## src/rtl/ahb_apb_rw_bridge.sv

```systemverilog
// AHB-Lite slave to APB master bridge: each AHB transfer is split into
// sequential APB beats, with read lanes packed and write lanes unpacked.
module ahb_apb_rw_bridge #(
  parameter int AHB_AW = 32,
  parameter int APB_AW = 32,
  parameter int AHB_DW = 32,
  parameter int APB_DW = 8
) (
  input  logic              HCLK,
  input  logic              HRESETn,
  input  logic              HSEL,
  input  logic [AHB_AW-1:0] HADDR,
  input  logic [1:0]        HTRANS,
  input  logic [2:0]        HSIZE,
  input  logic              HWRITE,
  input  logic [AHB_DW-1:0] HWDATA,
  output logic [AHB_DW-1:0] HRDATA,
  output logic              HREADY,
  output logic              HRESP,
  output logic [APB_AW-1:0] PADDR,
  output logic              PSEL,
  output logic              PENABLE,
  output logic              PWRITE,
  output logic [APB_DW-1:0] PWDATA,
  input  logic [APB_DW-1:0] PRDATA,
  input  logic              PREADY,
  input  logic              PSLVERR
);

  localparam int RATIO   = AHB_DW / APB_DW;
  localparam int BB      = APB_DW / 8;
  localparam int ABYTES  = AHB_DW / 8;
  localparam int BCW     = $clog2(RATIO) + 1;
  localparam int LANE_SH = $clog2(BB);
  localparam logic [2:0] MAXSZ = 3'($clog2(ABYTES));

  typedef enum logic [2:0] {
    S_IDLE,
    S_WDATA,
    S_SETUP,
    S_ACCESS,
    S_ERR1,
    S_ERR2
  } state_e;

  state_e            state_q, state_d;
  logic [AHB_AW-1:0] addr_q, addr_d;
  logic [2:0]        size_q, size_d;
  logic              write_q, write_d;
  logic [AHB_DW-1:0] wdata_q, wdata_d;
  logic [AHB_DW-1:0] rdata_q, rdata_d;
  logic [BCW-1:0]    beat_q, beat_d;

  logic              accept;
  logic              illegal;
  logic [AHB_AW-1:0] amask;
  logic [31:0]       lane;
  logic [31:0]       shift;
  logic              last;
  logic              unused_htrans0;

  assign unused_htrans0 = HTRANS[0];

  always_ff @(posedge HCLK) begin
    if (!HRESETn) begin
      state_q <= S_IDLE;
      addr_q  <= '0;
      size_q  <= '0;
      write_q <= 1'b0;
      wdata_q <= '0;
      rdata_q <= '0;
      beat_q  <= '0;
    end else begin
      state_q <= state_d;
      addr_q  <= addr_d;
      size_q  <= size_d;
      write_q <= write_d;
      wdata_q <= wdata_d;
      rdata_q <= rdata_d;
      beat_q  <= beat_d;
    end
  end

  assign HREADY  = (state_q == S_IDLE) || (state_q == S_ERR2);
  assign HRESP   = (state_q == S_ERR1) || (state_q == S_ERR2);
  assign PSEL    = (state_q == S_SETUP) || (state_q == S_ACCESS);
  assign PENABLE = (state_q == S_ACCESS);
  assign PWRITE  = write_q;
  assign HRDATA  = rdata_q;

  assign accept  = HREADY && HSEL && HTRANS[1];
  assign amask   = (AHB_AW'(1) << HSIZE) - AHB_AW'(1);
  assign illegal = (HSIZE > MAXSZ) || ((HADDR & amask) != '0);

  // Lane of the current beat within the AHB data bus.
  assign lane  = (32'(addr_q & AHB_AW'(ABYTES - 1)) >> LANE_SH)
               + 32'(beat_q);
  assign shift = lane * 32'(APB_DW);
  assign last  = ((32'(beat_q) + 32'd1) * 32'(APB_DW))
               >= (32'd8 << size_q);

  assign PADDR  = APB_AW'(addr_q)
                + APB_AW'(32'(beat_q) * 32'(BB));
  assign PWDATA = APB_DW'(wdata_q >> shift);

  always_comb begin
    state_d = state_q;
    addr_d  = addr_q;
    size_d  = size_q;
    write_d = write_q;
    wdata_d = wdata_q;
    rdata_d = rdata_q;
    beat_d  = beat_q;
    unique case (state_q)
      S_IDLE, S_ERR2: begin
        state_d = S_IDLE;
        if (accept) begin
          addr_d  = HADDR;
          size_d  = HSIZE;
          write_d = HWRITE;
          beat_d  = '0;
          if (illegal) begin
            state_d = S_ERR1;
          end else if (HWRITE) begin
            state_d = S_WDATA;
          end else begin
            rdata_d = '0;
            state_d = S_SETUP;
          end
        end
      end
      S_WDATA: begin
        wdata_d = HWDATA;
        state_d = S_SETUP;
      end
      S_SETUP: begin
        state_d = S_ACCESS;
      end
      S_ACCESS: begin
        if (PREADY) begin
          if (PSLVERR) begin
            beat_d  = '0;
            state_d = S_ERR1;
          end else begin
            if (!write_q) begin
              rdata_d = rdata_q | (AHB_DW'(PRDATA) << shift);
            end
            if (last) begin
              beat_d  = '0;
              state_d = S_IDLE;
            end else begin
              beat_d  = beat_q + BCW'(1);
              state_d = S_SETUP;
            end
          end
        end
      end
      S_ERR1: begin
        state_d = S_ERR2;
      end
      default: begin
        state_d = S_IDLE;
      end
    endcase
  end

endmodule
```

## config.mk

```make
export PLATFORM = sky130hd
export DESIGN_NAME = ahb_apb_rw_bridge
export DESIGN_NICKNAME = d
export VERILOG_FILES = /design/src/rtl/ahb_apb_rw_bridge.sv
export SDC_FILE = /design/constraint.sdc
export NUM_CORES = 1
export LEC_CHECK = 0
export ABC_AREA = 1
export CAP_MARGIN = 20
export CORE_MARGIN = 4
export CORE_UTILIZATION = 45
export DETAILED_ROUTE_END_ITERATION = 7
export DONT_BUFFER_PORTS = 1
export PLACE_DENSITY = 0.65
export RECOVER_POWER = 100
export SKIP_CTS_REPAIR_TIMING = 1
export SLEW_MARGIN = 20
export SYNTH_ARGS = -nofsm -noshare
export SYNTH_HDL_FRONTEND = slang
export SYNTH_SLANG_ARGS = --single-unit
export TNS_END_PERCENT = 20
```

## constraint.sdc

```tcl
create_clock -name HCLK -period 2.37 [get_ports HCLK]
set_input_delay 0.474 -clock HCLK [delete_from_list [all_inputs] [get_ports HCLK]]
set_output_delay 0.474 -clock HCLK [all_outputs]
set_load 0.05 [all_outputs]
```

==> qor.csv, run 1 <==
stage;metric;value;unit
sta;finalSetupViolCount;35;
logic_synthesis;synthCells;820;
worst_hold_path;whs_path_depth;2;
worst_hold_path;worst_hold_path_type;in -> reg;
clock_network;cts_tree;done;
sta;slew_headroom;11.3;%
run;drv_cap;0;
placed_design;gp_congestion;0.937;
floorplan;die_w;120;um
sta;fin_crit_sh;116;%
clock_network;clock-sinks;106;
routing;viasPerCell;5.33;
pwr;swShare;35.6;%
finish;drive_gt1_share;20.1;%
worst_hold_path;min_from;HRESETn;
worst_setup_path;r2r-end;HRDATA[4];
worst_hold_path;min_to;wdata_q[20];
floorplan;dieArea;14400;um2
clock_network;clk_path_buf_depth;2;
logic_synthesis;synth_top_area_share;37.7;%
floorplan;start_util;46.5;%
logic_synthesis;yosysUniqueCellTypes;31;
logic_synthesis;synth.ff_latch_count;106;
pwr;p_leak;2.84;nW
floorplan;core_area;12100;um2
pwr;powerDensity;705;nW/um2
logic_synthesis;yosys-top-cells-count;inv_1 (119), a21oi_1 (115), dfxtp_1 (106);
finish;area_growth;28.3;%
clock_network;cts_made_buffers;9;
pwr;internal_power;0.00328;W
global_routing;grt_pass1_wl;26400;um
pwr;share_seq_of_total_power;40.6;%
logic_synthesis;syn_area_per_cell;6.87;um2
logic_synthesis;syn_nets;914;
logic_synthesis;synth_flop_cell;dfxtp_1;
global_routing;antenna_found_initial;0;
sta;max_clock_freq;363;MHz
global_routing;grtUsageTotal;22.9;%
routing;wirelength;16600;um
finish;n_antenna_cell;0;
routing;drc;0;
global_routing;grt_pass1_vias;5362;
pwr;ir_drop;432;uV
logic_synthesis;synth-warning-count;0;
routing;postRouteAntennaNets;0;
placed_design;place_ws;0.00684;ns
finish;nets;960;
sta;fin_setup_tns;-6.64;ns
logic_synthesis;synth-edff-count;0;
routing;first_iter_violations;309;
placed_design;dpl_cell_area;6700;um2
global_routing;grt_start_max_net_pins;73;
worst_setup_path;worstRegToRegCells;8;
logic_synthesis;synthTopCellsByArea;dfxtp_1 (38%), a21oi_1 (10%), inv_1 (7.9%);
worst_setup_path;startpoint_type;register;
logic_synthesis;synthesis.area;5630;um2
sta;finClkSkew;0.00985;ns
pwr;p_switching;0.00181;W
sta;worstMarginPinSlew;1.33;ns
pwr;combPwrFrac;29.1;%
clock_network;worstSkewPairLatency;0.36;ns
worst_setup_path;path_max_fanout;3;
clock_network;clk_pin_slew;0.07;ns
logic_synthesis;yosys.cell_count.top_type;inv_1;
pwr;p_total;0.00509;W
logic_synthesis;synthArstFlopShare;0;%
routing;route.vias.total;5528;
worst_setup_path;worstPathRequired;1.90;ns
floorplan;die_h;120;um
worst_setup_path;critPathArrivalTime;2.28;ns
sta;fin_crit;2.76;ns
floorplan;ios;160;
clock_network;cts-root-buf;clkbuf_16;
sta;drv_slew;0;
run_status;violations;negative setup slack;
placed_design;hpwl;12500;um
logic_synthesis;yosysSeqAreaShare;37.7;%
worst_setup_path;cp-end-kind;primary output;
logic_synthesis;yosysTopAreaCell;dfxtp_1;
placed_design;port_buffers;0;
run_status;outcome;complete, but fails checks;
sta;worst_slack;-0.387;ns
global_routing;overflow;0;
routing;wl_per_cell;16.0;um
pwr;power_frac_clock;30.4;%
routing;drt-pass1-iter-count;7;
sta;hold_viol_final;0;
floorplan;fp-row-count;40;
worst_setup_path;r2r_start;state_q[1];
clock_network;htreeDepth;3;
sta;rsz0062_at_grt;true;
finish;fin_area;7230;um2
worst_setup_path;reg2reg_slack;0.05;ns
worst_setup_path;criticalPathCategory;reg -> out;
## sequential cells by signal (all words and copies together) (netlist names)
| register | count |
|---|---|
| state_q | 3 |
| addr_q | 32 |
| wdata_q | 32 |
| size_q | 3 |
| PWRITE | 1 |
| beat_q | 3 |
| HRDATA | 32 |
## kinds of logic (layout without fill, tap and decap cells)
| group | after synthesis | after routing | synth area share (%) |
|---|---|---|---|
| AOI/OAI and AO/OA | 205 | 205 | 18.6 |
| buffers and inverters | 166 | 216 | 11.7 |
| DFF | 106 | 106 | 37.7 |
| adders and majority gates | 11 | 11 | 2.58 |
| and+or+nand+nor | 300 | 300 | 24.3 |
| xor gates and xnor gates | 32 | 32 | 5.11 |
## cell type report
type	count	area (um2)
Inverter	122	475
Clock inverter	6	73.8
Tap cell	168	210
Clock buffer	9	225
Timing Repair Buffer	79	853
Multi-Input combinational cell	548	3250
Fill cell	1133	4880
Sequential cell	106	2140
## power by group through the flow
stage               Sequential, W  Combinational [W]  Clock (W)
finish                    0.00207            0.00148    0.00155
global route              0.00208            0.00160    0.00164
CTS                       0.00206            0.00147    0.00156
detailed placement        0.00210            0.00146          0
global placement          0.00209            0.00143          0
floorplan                 0.00208            0.00101          0
## worst max-delay path by stage
stage / from / endpoint / cells past startpoint
after global placement: addr_q[0] / PADDR[26] / 10
after global routing: beat_q[0] / PADDR[26] / 10
after CTS: beat_q[1] / PADDR[25] / 10
after detailed placement: beat_q[1] / PADDR[25] / 10
final: beat_q[0] / PADDR[26] / 10
after floorplan: beat_q[1] / PADDR[25] / 9
## stage by stage
step	util, %	hold slack [ns]	std cells
6_report	59.7	0.249	1038
5_1_grt	59.7	0.243	1038
4_1_cts	57.8	0.214	1035
3_5_place_dp	55.3	0.434	1020
3_3_place_gp	55.3	0.431	1020
2_1_floorplan	-	0.420	820
## worst max-delay path: stages (launching register included)
cell,delay (ns)
dfxtp_2,0.35
ha_4,0.14
fa_2,0.23
nand2_2,0.07
a21oi_4,0.19
nand2_2,0.09
nor2_4,0.13
nand3_2,0.10
nand3b_1,0.22
xor2_2,0.22
buf_12,0.16
## cells in the final DEF, fill, tap and decap left out, types with 4 or more instances in the layout
| master | n |
|---|---|
| a21oi_4 | 10 |
| nor2_1 | 89 |
| nor3_1 | 11 |
| nand4_1 | 40 |
| nor2_4 | 4 |
| o21ai_1 | 6 |
| xor2_2 | 9 |
| nand2_2 | 12 |
| buf_4 | 45 |
| dfxtp_1 | 99 |
| clkbuf_16 | 9 |
| nor3_2 | 5 |
| nand3_1 | 39 |
| dfxtp_2 | 5 |
| a21oi_1 | 99 |
| nor3_4 | 4 |
| nand2_1 | 88 |
| clkbuf_1 | 4 |
| o21ai_0 | 70 |
| buf_6 | 8 |
| o21ai_2 | 9 |
| buf_12 | 20 |
| a21oi_2 | 9 |
| xor2_1 | 18 |
| inv_1 | 118 |
| ha_1 | 7 |
## layer usage
layer  track usage (%)  up-vias  wire, um
li1                  -     2768         -
met4              9.38        0       380
met2              37.5      205      8020
met1              29.1     2524      7030
met3              5.47       31      1180
met5                 0        -         0
No activity file was read; power rests on OpenSTA's default activity.
==> run 2: changes to the inputs <==
--- a/config.mk
+++ b/config.mk
@@ -9,6 +9,7 @@
 export CAP_MARGIN = 20
 export CORE_MARGIN = 4
 export CORE_UTILIZATION = 45
+export CTS_BUF_LIST = sky130_fd_sc_hd__clkbuf_16
 export DETAILED_ROUTE_END_ITERATION = 7
 export DONT_BUFFER_PORTS = 1
 export PLACE_DENSITY = 0.65
==> results of run 2 <==
Same layout as run 1: the final DEF is identical, and so are final timing and power.
